`src/rtl/systolic_pkg.sv`:
```
// systolic_pkg: shared types and sizing helpers for the systolic multiply controller.
package systolic_pkg;

   typedef enum logic [2:0] {
      IDLE   = 3'd0,
      LAUNCH = 3'd1,
      STREAM = 3'd2,
      FLUSH  = 3'd3,
      DRAIN  = 3'd4,
      DONE   = 3'd5
   } ctrl_state_e;

   // Cycles for the last operand wavefront to cross an N x N array.
   function automatic int flush_cycles(input int n);
      return 2 * n - 1;
   endfunction

   function automatic int max3(input int a, input int b, input int c);
      int m;
      m = (a > b) ? a : b;
      return (m > c) ? m : c;
   endfunction

   // One extra bit over the largest count so terminal compares never wrap.
   function automatic int cnt_width(input int timeout, input int n, input int drain_lat);
      return $clog2(max3(timeout, 2 * n, drain_lat)) + 1;
   endfunction

   function automatic int col_width(input int n);
      return (n > 1) ? $clog2(n) : 1;
   endfunction

endpackage

```
`src/rtl/systolic_mult_controller_if.sv`:
```
// systolic_mult_controller_if: host/array-side bus of the multiply controller.
// master = host/array side (drives start, status and east lanes), slave = controller.
interface systolic_mult_controller_if #(
   parameter int N          = 8,
   parameter int DATA_WIDTH = 32
) ();
   localparam int COL_W = systolic_pkg::col_width(N);

   logic                    start_i;
   logic                    queues_empty_i;
   logic                    acc_valid_all_i;
   logic [N*DATA_WIDTH-1:0] east_i;
   logic                    array_start_o;
   logic [N-1:0]            sel_acc_o;
   logic [N*DATA_WIDTH-1:0] result_o;
   logic                    result_valid_o;
   logic [COL_W-1:0]        result_col_o;
   logic                    busy_o;
   logic                    done_o;
   logic                    error_o;

   modport master (
      output start_i, queues_empty_i, acc_valid_all_i, east_i,
      input  array_start_o, sel_acc_o, result_o, result_valid_o, result_col_o,
             busy_o, done_o, error_o
   );

   modport slave (
      input  start_i, queues_empty_i, acc_valid_all_i, east_i,
      output array_start_o, sel_acc_o, result_o, result_valid_o, result_col_o,
             busy_o, done_o, error_o
   );
endinterface

```
`src/rtl/systolic_mult_controller.sv`:
```
// systolic_mult_controller: launches the input queues, waits for them to drain and for
// the wavefront to flush, then unloads the accumulators one column at a time.
// Every output is a flop whose next value is derived from the next state.
module systolic_mult_controller
   import systolic_pkg::*;
#(
   parameter int N          = 8,
   parameter int DATA_WIDTH = 32,
   parameter int DRAIN_LAT  = 2,
   parameter int TIMEOUT    = 1024
) (
   input  logic                     clk_i,
   input  logic                     rst_i,
   systolic_mult_controller_if.slave bus
);
   localparam int LANES_W = N * DATA_WIDTH;
   localparam int CNT_W   = cnt_width(TIMEOUT, N, DRAIN_LAT);
   localparam int COL_W   = col_width(N);

   localparam logic [CNT_W-1:0] STREAM_LAST = CNT_W'(TIMEOUT - 1);
   localparam logic [CNT_W-1:0] FLUSH_LOAD  = CNT_W'(flush_cycles(N) - 1);
   localparam logic [CNT_W-1:0] LAT_LAST    = CNT_W'(DRAIN_LAT - 1);
   localparam logic [COL_W-1:0] COL_LAST    = COL_W'(N - 1);

   ctrl_state_e         state_q, state_d;
   logic [CNT_W-1:0]    cnt_q, cnt_d;          // stream wait / flush countdown / drain hold
   logic [COL_W-1:0]    col_q, col_d;
   logic                first_q, first_d;      // first STREAM cycle, empty flag not trusted yet
   logic                array_start_q, array_start_d;
   logic [N-1:0]        sel_acc_q, sel_acc_d;
   logic [LANES_W-1:0]  result_q, result_d;
   logic                result_valid_q, result_valid_d;
   logic [COL_W-1:0]    result_col_q, result_col_d;
   logic                busy_q, busy_d;
   logic                done_q, done_d;
   logic                error_q, error_d;

   // State, counters and registered outputs; reset aborts any run in progress.
   always_ff @(posedge clk_i or posedge rst_i) begin
      if (rst_i) begin
         state_q        <= IDLE;
         cnt_q          <= '0;
         col_q          <= '0;
         first_q        <= 1'b0;
         array_start_q  <= 1'b0;
         sel_acc_q      <= '0;
         result_q       <= '0;
         result_valid_q <= 1'b0;
         result_col_q   <= '0;
         busy_q         <= 1'b0;
         done_q         <= 1'b0;
         error_q        <= 1'b0;
      end else begin
         state_q        <= state_d;
         cnt_q          <= cnt_d;
         col_q          <= col_d;
         first_q        <= first_d;
         array_start_q  <= array_start_d;
         sel_acc_q      <= sel_acc_d;
         result_q       <= result_d;
         result_valid_q <= result_valid_d;
         result_col_q   <= result_col_d;
         busy_q         <= busy_d;
         done_q         <= done_d;
         error_q        <= error_d;
      end
   end

   // Next-state sequencing plus the next value of every registered output.
   always_comb begin
      state_d        = state_q;
      cnt_d          = cnt_q;
      col_d          = col_q;
      first_d        = first_q;
      result_d       = result_q;
      result_col_d   = result_col_q;
      result_valid_d = 1'b0;
      error_d        = 1'b0;

      unique case (state_q)
         IDLE: begin
            if (bus.start_i) state_d = LAUNCH;
         end
         LAUNCH: begin
            state_d = STREAM;
            cnt_d   = '0;
            first_d = 1'b1;
         end
         STREAM: begin
            if (first_q) begin
               first_d = 1'b0;
            end else if (bus.queues_empty_i) begin
               // Empty takes priority over a coincident timeout.
               state_d = FLUSH;
               cnt_d   = FLUSH_LOAD;
            end else if (cnt_q == STREAM_LAST) begin
               state_d = IDLE;
               cnt_d   = '0;
               error_d = 1'b1;
            end else begin
               cnt_d = cnt_q + CNT_W'(1);
            end
         end
         FLUSH: begin
            // Countdown saturates at zero; then wait as long as the accumulators need.
            if (cnt_q != '0) begin
               cnt_d = cnt_q - CNT_W'(1);
            end else if (bus.acc_valid_all_i) begin
               state_d = DRAIN;
               col_d   = '0;
            end
         end
         DRAIN: begin
            if (cnt_q == LAT_LAST) begin
               result_d       = bus.east_i;
               result_valid_d = 1'b1;
               result_col_d   = col_q;
               cnt_d          = '0;
               if (col_q == COL_LAST) state_d = DONE;
               else                   col_d   = col_q + COL_W'(1);
            end else begin
               cnt_d = cnt_q + CNT_W'(1);
            end
         end
         DONE: begin
            state_d = IDLE;
            col_d   = '0;
         end
         default: state_d = IDLE;
      endcase

      array_start_d = (state_d == LAUNCH);
      busy_d        = (state_d != IDLE);
      done_d        = (state_d == DONE);
      sel_acc_d     = '0;
      if (state_d == DRAIN) sel_acc_d[col_d] = 1'b1;
   end

   assign bus.array_start_o  = array_start_q;
   assign bus.sel_acc_o      = sel_acc_q;
   assign bus.result_o       = result_q;
   assign bus.result_valid_o = result_valid_q;
   assign bus.result_col_o   = result_col_q;
   assign bus.busy_o         = busy_q;
   assign bus.done_o         = done_q;
   assign bus.error_o        = error_q;

endmodule

```
`src/flat_wrapper.sv`:
```
// flat-port wrapper written by rule: the top's interface ports become plain ports
module systolic_mult_controller_flat import systolic_pkg::*;
#(
   parameter int N          = 8,
   parameter int DATA_WIDTH = 32,
   parameter int DRAIN_LAT  = 2,
   parameter int TIMEOUT    = 1024
)
  (clk_i, rst_i, bus_start_i, bus_queues_empty_i, bus_acc_valid_all_i, bus_east_i, bus_array_start_o, bus_sel_acc_o, bus_result_o, bus_result_valid_o, bus_result_col_o, bus_busy_o, bus_done_o, bus_error_o);
  systolic_mult_controller_if #(.N(N), .DATA_WIDTH(DATA_WIDTH)) bus_i ();
  input  logic clk_i;
  input  logic rst_i;
  input wire logic [$bits(bus_i.start_i)-1:0] bus_start_i;
  input wire logic [$bits(bus_i.queues_empty_i)-1:0] bus_queues_empty_i;
  input wire logic [$bits(bus_i.acc_valid_all_i)-1:0] bus_acc_valid_all_i;
  input wire logic [$bits(bus_i.east_i)-1:0] bus_east_i;
  output wire logic [$bits(bus_i.array_start_o)-1:0] bus_array_start_o;
  output wire logic [$bits(bus_i.sel_acc_o)-1:0] bus_sel_acc_o;
  output wire logic [$bits(bus_i.result_o)-1:0] bus_result_o;
  output wire logic [$bits(bus_i.result_valid_o)-1:0] bus_result_valid_o;
  output wire logic [$bits(bus_i.result_col_o)-1:0] bus_result_col_o;
  output wire logic [$bits(bus_i.busy_o)-1:0] bus_busy_o;
  output wire logic [$bits(bus_i.done_o)-1:0] bus_done_o;
  output wire logic [$bits(bus_i.error_o)-1:0] bus_error_o;
  assign bus_i.start_i = bus_start_i;
  assign bus_i.queues_empty_i = bus_queues_empty_i;
  assign bus_i.acc_valid_all_i = bus_acc_valid_all_i;
  assign bus_i.east_i = bus_east_i;
  assign bus_array_start_o = bus_i.array_start_o;
  assign bus_sel_acc_o = bus_i.sel_acc_o;
  assign bus_result_o = bus_i.result_o;
  assign bus_result_valid_o = bus_i.result_valid_o;
  assign bus_result_col_o = bus_i.result_col_o;
  assign bus_busy_o = bus_i.busy_o;
  assign bus_done_o = bus_i.done_o;
  assign bus_error_o = bus_i.error_o;
  systolic_mult_controller #(.N(N), .DATA_WIDTH(DATA_WIDTH), .DRAIN_LAT(DRAIN_LAT), .TIMEOUT(TIMEOUT)) u_core (.clk_i(clk_i), .rst_i(rst_i), .bus(bus_i));
endmodule
```
`config.mk`:
```
export PLATFORM = sky130hd
export DESIGN_NAME = systolic_mult_controller_flat
export DESIGN_NICKNAME = d
export VERILOG_FILES = /design/src/rtl/systolic_pkg.sv /design/src/rtl/systolic_mult_controller_if.sv /design/src/rtl/systolic_mult_controller.sv /design/src/flat_wrapper.sv
export SDC_FILE = /design/constraint.sdc
export NUM_CORES = 1
export LEC_CHECK = 0
export CORE_AREA = 2 2 209 211
export CTS_CLUSTER_DIAMETER = 120
export CTS_CLUSTER_SIZE = 16
export DETAILED_ROUTE_END_ITERATION = 7
export DIE_AREA = 0 0 211 213
export DONT_BUFFER_PORTS = 1
export PLACE_DENSITY = 0.52
export SETUP_SLACK_MARGIN = 0.02
export SYNTH_ARGS = -nofsm -noshare
export SYNTH_HDL_FRONTEND = slang
export SYNTH_SLANG_ARGS = --single-unit
```
`constraint.sdc`:
```
create_clock -name clk_i -period 15.75 [get_ports clk_i]
set_input_delay 3.15 -clock clk_i [delete_from_list [all_inputs] [get_ports clk_i]]
set_output_delay 3.15 -clock clk_i [all_outputs]
set_load 0.02 [all_outputs]
```
==> results.md, run 1 <==
- Unique cell type count in the Yosys netlist: 58
- Syn Inst Count: 1322
- Period utilisation layout: 30.37%
- Crit path kind: in2async
- # port buffers: 0
- Skew final: 24.00 ps
- Io pins: 533
- Final cell count without fillers: 1829
- Fillers: 4548
- Initial drt markers: 791
- P&R area growth vs syn: 8.770%
- # rows: 76
- CP arrival: 5310 ps
- Leak pwr: 5.597 nW
- #FFs+latches synth: 290
- R2r setup slk: 12220 ps
- Relative slew slack: 11.69%
- Later-pin clock latency in the skew report: 540 ps
- DRT antenna net count: 0
- Worst-path clk slew: 70 ps
- Die area: 44940 sq um
- Register area: 7257 sq um
- Placed wire-length estimate: 24550 um
- Fin nets: 1548
- Root cell of the clock tree: clkbuf_16
- DRC: 0
- CP dominant cell by count: buf_4
- DR pass1 iterations: 5
- Buf/Inv on CP: 3
- Post-layout min period: 4783 ps
- Gr ovfl total: 0
- HP Class: reg2reg
- Cell Pwr Density: 117.8 nW/um^2
- CTS buffer count: 22
- Worst stage delay on the critical path: 830 ps
- Status: finished, final reports clean
- Worst setup SP type: input port
- TritonCTS clock tree: done
- Initial antenna violation count: 1
- Tightest Pin Transition: 1311 ps
- Max VDD drop: 0.06145 mV
- H-Tree Depth: 1
- Multi-input logic area: 4040 sq um
- Largest net degree at the start of global routing: 105
- Clock Tree Buf Depth: 3
- Starting Density: 27.34%
- Routed wire length: 33830 um
- Pre-CTS WS: 10210 ps
- Worst path required time: 16280 ps
- Post-Route Utilization: 29.73%
- Vias: 8567
- CP max stage cell: buf_4
- Element type at the critical path end: asynchronous set/reset pin
- Async S/R FF share, synth: 100.0%
- Post-synth top area cell: dfrtp_1
- Fin worst setup slack: 10970 ps
- Core Area: 42700 sq um
- Worst path cell trace: inv_8 > buf_4 > buf_4
- Setup bufs post-CTS: 0
- FMAX: 209.1 MHz
- Number of synthesized flops with an enable pin: 0
- Max_cap viols: 0
- Chip height: 213 um
- Synthesized area: 11670 sq um
- Via/cell ratio: 4.684
- Seq/Total Area, Yosys: 62.18%
- Syn Area/Cell: 8.828 sq um
- DP Cell Count: 1804
- Cts hold-fix bufs: 0
- Synth Warn #: 0
- Share of cells above drive strength 1: 3.978%
- Post-CTS sizing: 0
- CP delay by family, top: buffers and inverters
- Area share of the largest cell type after synthesis: 62.18%
- Post-synth net total: 1588
- Maximum fanout along the worst path: 92
- Routed len/inst: 18.50 um
- Pins Over Slew Limit: 0
- Setup TNS: 0 ps
- Top cells by area, synth: dfrtp_1 (62%), nand2_1 (25%), buf_2 (2.1%)
- Final Wtd Congestion: 0.8112
- Synth Flop Type: dfrtp_1
- Vias in the first global route: 8370
- Num Clock Sinks: 290
- Final Hold Fails: 0
- GRT Util Overall: 14.14%
- Final setup violation count: 0
- First-pass GRT wire length: 50020 um
- Die width: 211 um
- RSZ-0062 raised after global routing: no
report_power, final:
part / switching [mW] / internal, mW / leakage [nW]
Combinational: 0.106 / 0.0630 / 2.63
Sequential: 0.0408 / 0.762 / 2.68
Clock: 0.264 / 0.260 / 0.291
Total: 0.410 / 1.09 / 5.60
metrics by stage:
step	total power, mW	cell area [sq um]	hold WS (ps)
3_5_place_dp	0.9852	12100	553.7
6_report	1.496	12690	568.4
3_3_place_gp	0.9834	12100	565.2
4_1_cts	1.515	12690	567.6
5_1_grt	1.568	12690	597.5
2_1_floorplan	0.9437	11670	469.7
final cells by class:
type                       instances  area share, %
timing repair buffer              10         0.5914
clock inverter                     1         0.1281
multi-input combinational        948          31.83
sequential                       290          57.17
inverter                          10         0.3548
tap                              546          5.381
clock buffer                      23          4.534
antenna                            1        0.01971
metal layers:
metal	vias up	global-route usage, %	wire length (um)
met2	375	22.12	15840
li1	4020	-	-
met4	0	5.488	1099
met5	-	0	0
met3	55	4.530	3197
met1	4117	18.20	13690
logic make-up after synthesis:
group	share of synthesized area, %
simple gates	29.88
flops	62.18
buf+inv	3.237
compound gates	3.934
fa+ha+maj	0.5360
xor+xnor	0.1501
mux	0.08577
Yosys cell counts (2+ instances only):
master / number
or3b_2: 3
nor2_1: 25
or2_2: 3
and3_1: 4
nand2b_1: 3
a31oi_1: 4
buf_2: 50
nor2b_1: 2
nor4_1: 3
nand4_1: 4
o22ai_1: 2
o21ai_0: 10
a21oi_1: 12
a32oi_1: 2
o31a_1: 2
o211ai_1: 4
inv_1: 9
a21o_1: 3
ha_1: 5
a31o_2: 2
a311oi_1: 4
nand3_1: 12
xor2_1: 2
nor4b_1: 2
a211oi_1: 2
a22oi_1: 2
dfrtp_1: 290
or3_1: 3
nand3b_1: 4
nor3_1: 6
nor3b_1: 3
or4_1: 5
clkbuf_1: 23
nand2_1: 786
o31ai_2: 2
a221oi_1: 2
registers in the layout (all words and copies together), names as in the netlist:
| signal | flops |
|---|---|
| u_core.first_q | 1 |
| u_core.cnt_q | 11 |
| u_core.bus.result_o | 256 |
| u_core.state_q | 3 |
| u_core.bus.result_col_o | 3 |
| u_core.bus.sel_acc_o | 8 |
| u_core.bus.busy_o | 1 |
| u_core.col_q | 3 |
| u_core.bus.done_o | 1 |
| u_core.bus.array_start_o | 1 |
| u_core.bus.result_valid_o | 1 |
| u_core.bus.error_o | 1 |
cells in the final DEF (no fill, tap or decap), drive strengths merged, types with 5 or more instances in the layout:
master / synthesis / routed
nand2: 786 / 786
dfrtp: 290 / 290
nor2: 25 / 25
clkbuf: 23 / 23
nand3: 12 / 12
a21oi: 12 / 12
o21ai: 11 / 11
inv: 10 / 11
buf: 51 / 10
nor3: 6 / 6
or4: 6 / 6
ha: 5 / 5
nor4: 5 / 5
path summary, 6_finish.rpt:
kind | from | end | cells after the start
max in group clk_i | bus_queues_empty_i | u_core.cnt_q[9] | 4
max | rst_i | u_core.bus.result_o[179] | 3
min | u_core.first_q | u_core.bus.error_o | 1
min reg2reg | u_core.first_q | u_core.bus.error_o | 1
max reg2reg | u_core.cnt_q[1] | u_core.bus.result_o[149] | 8
min in group asynchronous | rst_i | u_core.bus.result_o[87] | 1
Power figures use the tool's default switching activity.
==> run 2, diff against run 1 <==
Settings changed: ABC_AREA set to 1, CORE_AREA 2 2 209 211 to 2 2 204 206, DIE_AREA 0 0 211 213 to 0 0 206 208, PLACE_DENSITY 0.52 to 0.55.
Clock period 15.75 ns to 4.3 ns, I/O delays scaled along.
==> results.md, run 2 <==
- Status: finished, final reports clean
- Largest net degree at the start of global routing: 147
- Cts hold-fix bufs: 0
- Relative slew slack: 30.11%
- Final Hold Fails: 0
- Count leader, synth: nand2_1
- Die area: 42850 sq um
- DRC: 0
- Most common cell after layout, fill and taps aside: nand2_1
- Maximum fanout along the worst path: 105
- GRT Util Overall: 13.82%
- Placed wire-length estimate: 22590 um
- FMAX: 414.5 MHz
- Gr ovfl total: 0
- Initial drt markers: 730
- Post-layout min period: 2412 ps
- Period utilisation layout: 56.10%
- Max VDD drop: 0.2443 mV
- First-pass GRT wire length: 47300 um
- R2R depth: 8
- WHS: 133.1 ps
- Syn Inst Count: 1371
- Crit Reg-Reg Startpoint: u_core.cnt_q[6]
- H-Tree Depth: 1
- Diode count: 0
- # port buffers: 0
- Clock Tree Buf Depth: 3
- Setup bufs post-CTS: 0
- Num Clock Sinks: 290
- P&R area growth vs syn: 7.926%
- Share of cells above drive strength 1: 4.464%
- Unique cell type count in the Yosys netlist: 30
- Fillers: 4217
- Pins Over Slew Limit: 0
- Via/cell ratio: 4.501
- #FFs+latches synth: 290
- HP Class: in2async
- Worst stage delay on the critical path: 480 ps
- Element type at the critical path end: flip-flop
- Synth Warn #: 0
- Crit path kind: reg2reg
- Cell Pwr Density: 598.8 nW/um^2
- Later-pin clock latency in the skew report: 530 ps
- DRT antenna net count: 0
- CTS buffer count: 22
- RSZ-0062 raised after global routing: no
- Leak pwr: 5.843 nW
- Post-synth net total: 1637
- Max_cap viols: 0
- Multi-input logic area: 3959 sq um
- Routed wire length: 31590 um
- Synthesized area: 11840 sq um
- DR pass1 iterations: 5
- Final Wtd Congestion: 0.8146
- Top cells by area, synth: dfrtp_1 (61%), nand2_1 (27%), buf_6 (2.1%)
- Async S/R FF share, synth: 100.0%
- Root cell of the clock tree: clkbuf_16
- Syn Area/Cell: 8.636 sq um
- Overall power consumption: 7.652 mW
- Area share of the largest cell type after synthesis: 61.29%
- Fin nets: 1609
- DP Cell Count: 1851
- R2r setup slk: 1890 ps
- Synth Flop Type: dfrtp_1
- Initial antenna violation count: 0
- Chip height: 208 um
- Skew final: 24.10 ps
- Core Area: 40550 sq um
- Number of synthesized flops with an enable pin: 0
- Vias in the first global route: 8421
- CP arrival: 2870 ps
- Most frequent cells in the layout: nand2_1 (840), dfrtp_1 (290), nor2_1 (36)
- Max reg flops: 256
- Worst path cell trace: nor2_4 > nand2_2 > nor2_4 > nand3_4 > inv_6 > buf_12 > nand2_1 > nand2_1
- Die width: 206 um
- Routed len/inst: 16.84 um
- Post-synth top area cell: dfrtp_1
- Worst path required time: 4760 ps
- Placed cell area: 12180 sq um
- Commonest cells in the synthesized netlist: nand2_1 (840), dfrtp_1 (290), nor2_1 (36)
- Final cell count without fillers: 1876
- Post-CTS sizing: 0
- Final setup violation count: 0
- Post-Route Utilization: 31.51%
- TritonCTS clock tree: done
- Worst r2r dst: u_core.bus.result_o[63]
- Tightest Pin Transition: 1048 ps
- Register area: 7257 sq um
- # rows: 74
- Final instance area: 12780 sq um
- CP max stage cell: dfrtp_1
- Starting Density: 29.20%
- Worst-path clk slew: 80 ps
- Worst setup SP type: flip-flop
- Seq/Total Area, Yosys: 61.29%
- Vias: 8444
- Io pins: 533
run 2: cell count changes after synthesis, sizes merged, moves of 4 or more:
cell	previous run	this run
nand3	12	32
a311oi	4	0
nor4	5	0
or4	6	0
o21ai	11	31
nor3	6	2
a31oi	4	0
nand2	786	844
clkbuf	23	5
buf	51	56
inv	10	38
nor2	25	43
run 2: cells by family (layout without fill, tap and decap cells):
family | after synthesis | in the layout | share of synthesized area (%)
xor+xnor | 4 | 4 | 0.2959
fa+ha+maj | 5 | 5 | 0.5284
compound gates | 42 | 42 | 2.029
simple gates | 929 | 929 | 30.52
flops | 290 | 290 | 61.29
buf+inv | 101 | 74 | 5.337
run 2: power by group:
| group | switching (mW) | internal, mW |
|---|---|---|
| Sequential | 1.15 | 3.29 |
| Clock | 0.945 | 0.954 |
| Combinational | 0.850 | 0.467 |
run 2: per-stage QoR:
step | TNS [ps] | setup slack (ps)
after floorplan | -118080 | -407.2
after CTS | 0 | 1829
after global placement | 0 | 1929
after detailed placement | 0 | 1854
final | 0 | 1888
after global routing | 0 | 1661
run 2: cell type report:
type                    count  area share [%]
flip-flops and latches    290           56.79
multi-input cells         980           30.98
well taps                 532           5.209
clock buffers              24           4.533
inverters                  40           1.244
repair buffers              9           1.116
clock inverters             1          0.1273
run 2: metal layers:
layer,up-vias,GRT usage [%],wire [um]
li1,4076,-,-
met1,3947,16.68,12650
met2,362,23.56,15170
met3,59,4.151,2992
met4,0,4.212,781
met5,-,0,0
run 2: how the worst max path moves through the flow:
stage / startpoint / end / slack, ps / depth (start not counted)
global placement: u_core.cnt_q[1] / u_core.bus.result_o[146] / 1930 / 9
global route: u_core.cnt_q[1] / u_core.bus.result_o[121] / 1660 / 9
CTS: u_core.cnt_q[6] / u_core.bus.result_o[61] / 1830 / 8
detailed placement: u_core.cnt_q[1] / u_core.bus.result_o[61] / 1850 / 9
floorplan: rst_i / u_core.bus.array_start_o / -410 / 1
finish: u_core.cnt_q[6] / u_core.bus.result_o[63] / 1890 / 8
run 2: worst max-delay path: cells and delay by family (launching register included):
kind | cells | cell delay [ps]
buf+inv | 2 | 800
simple gates | 6 | 910
flops | 1 | 480
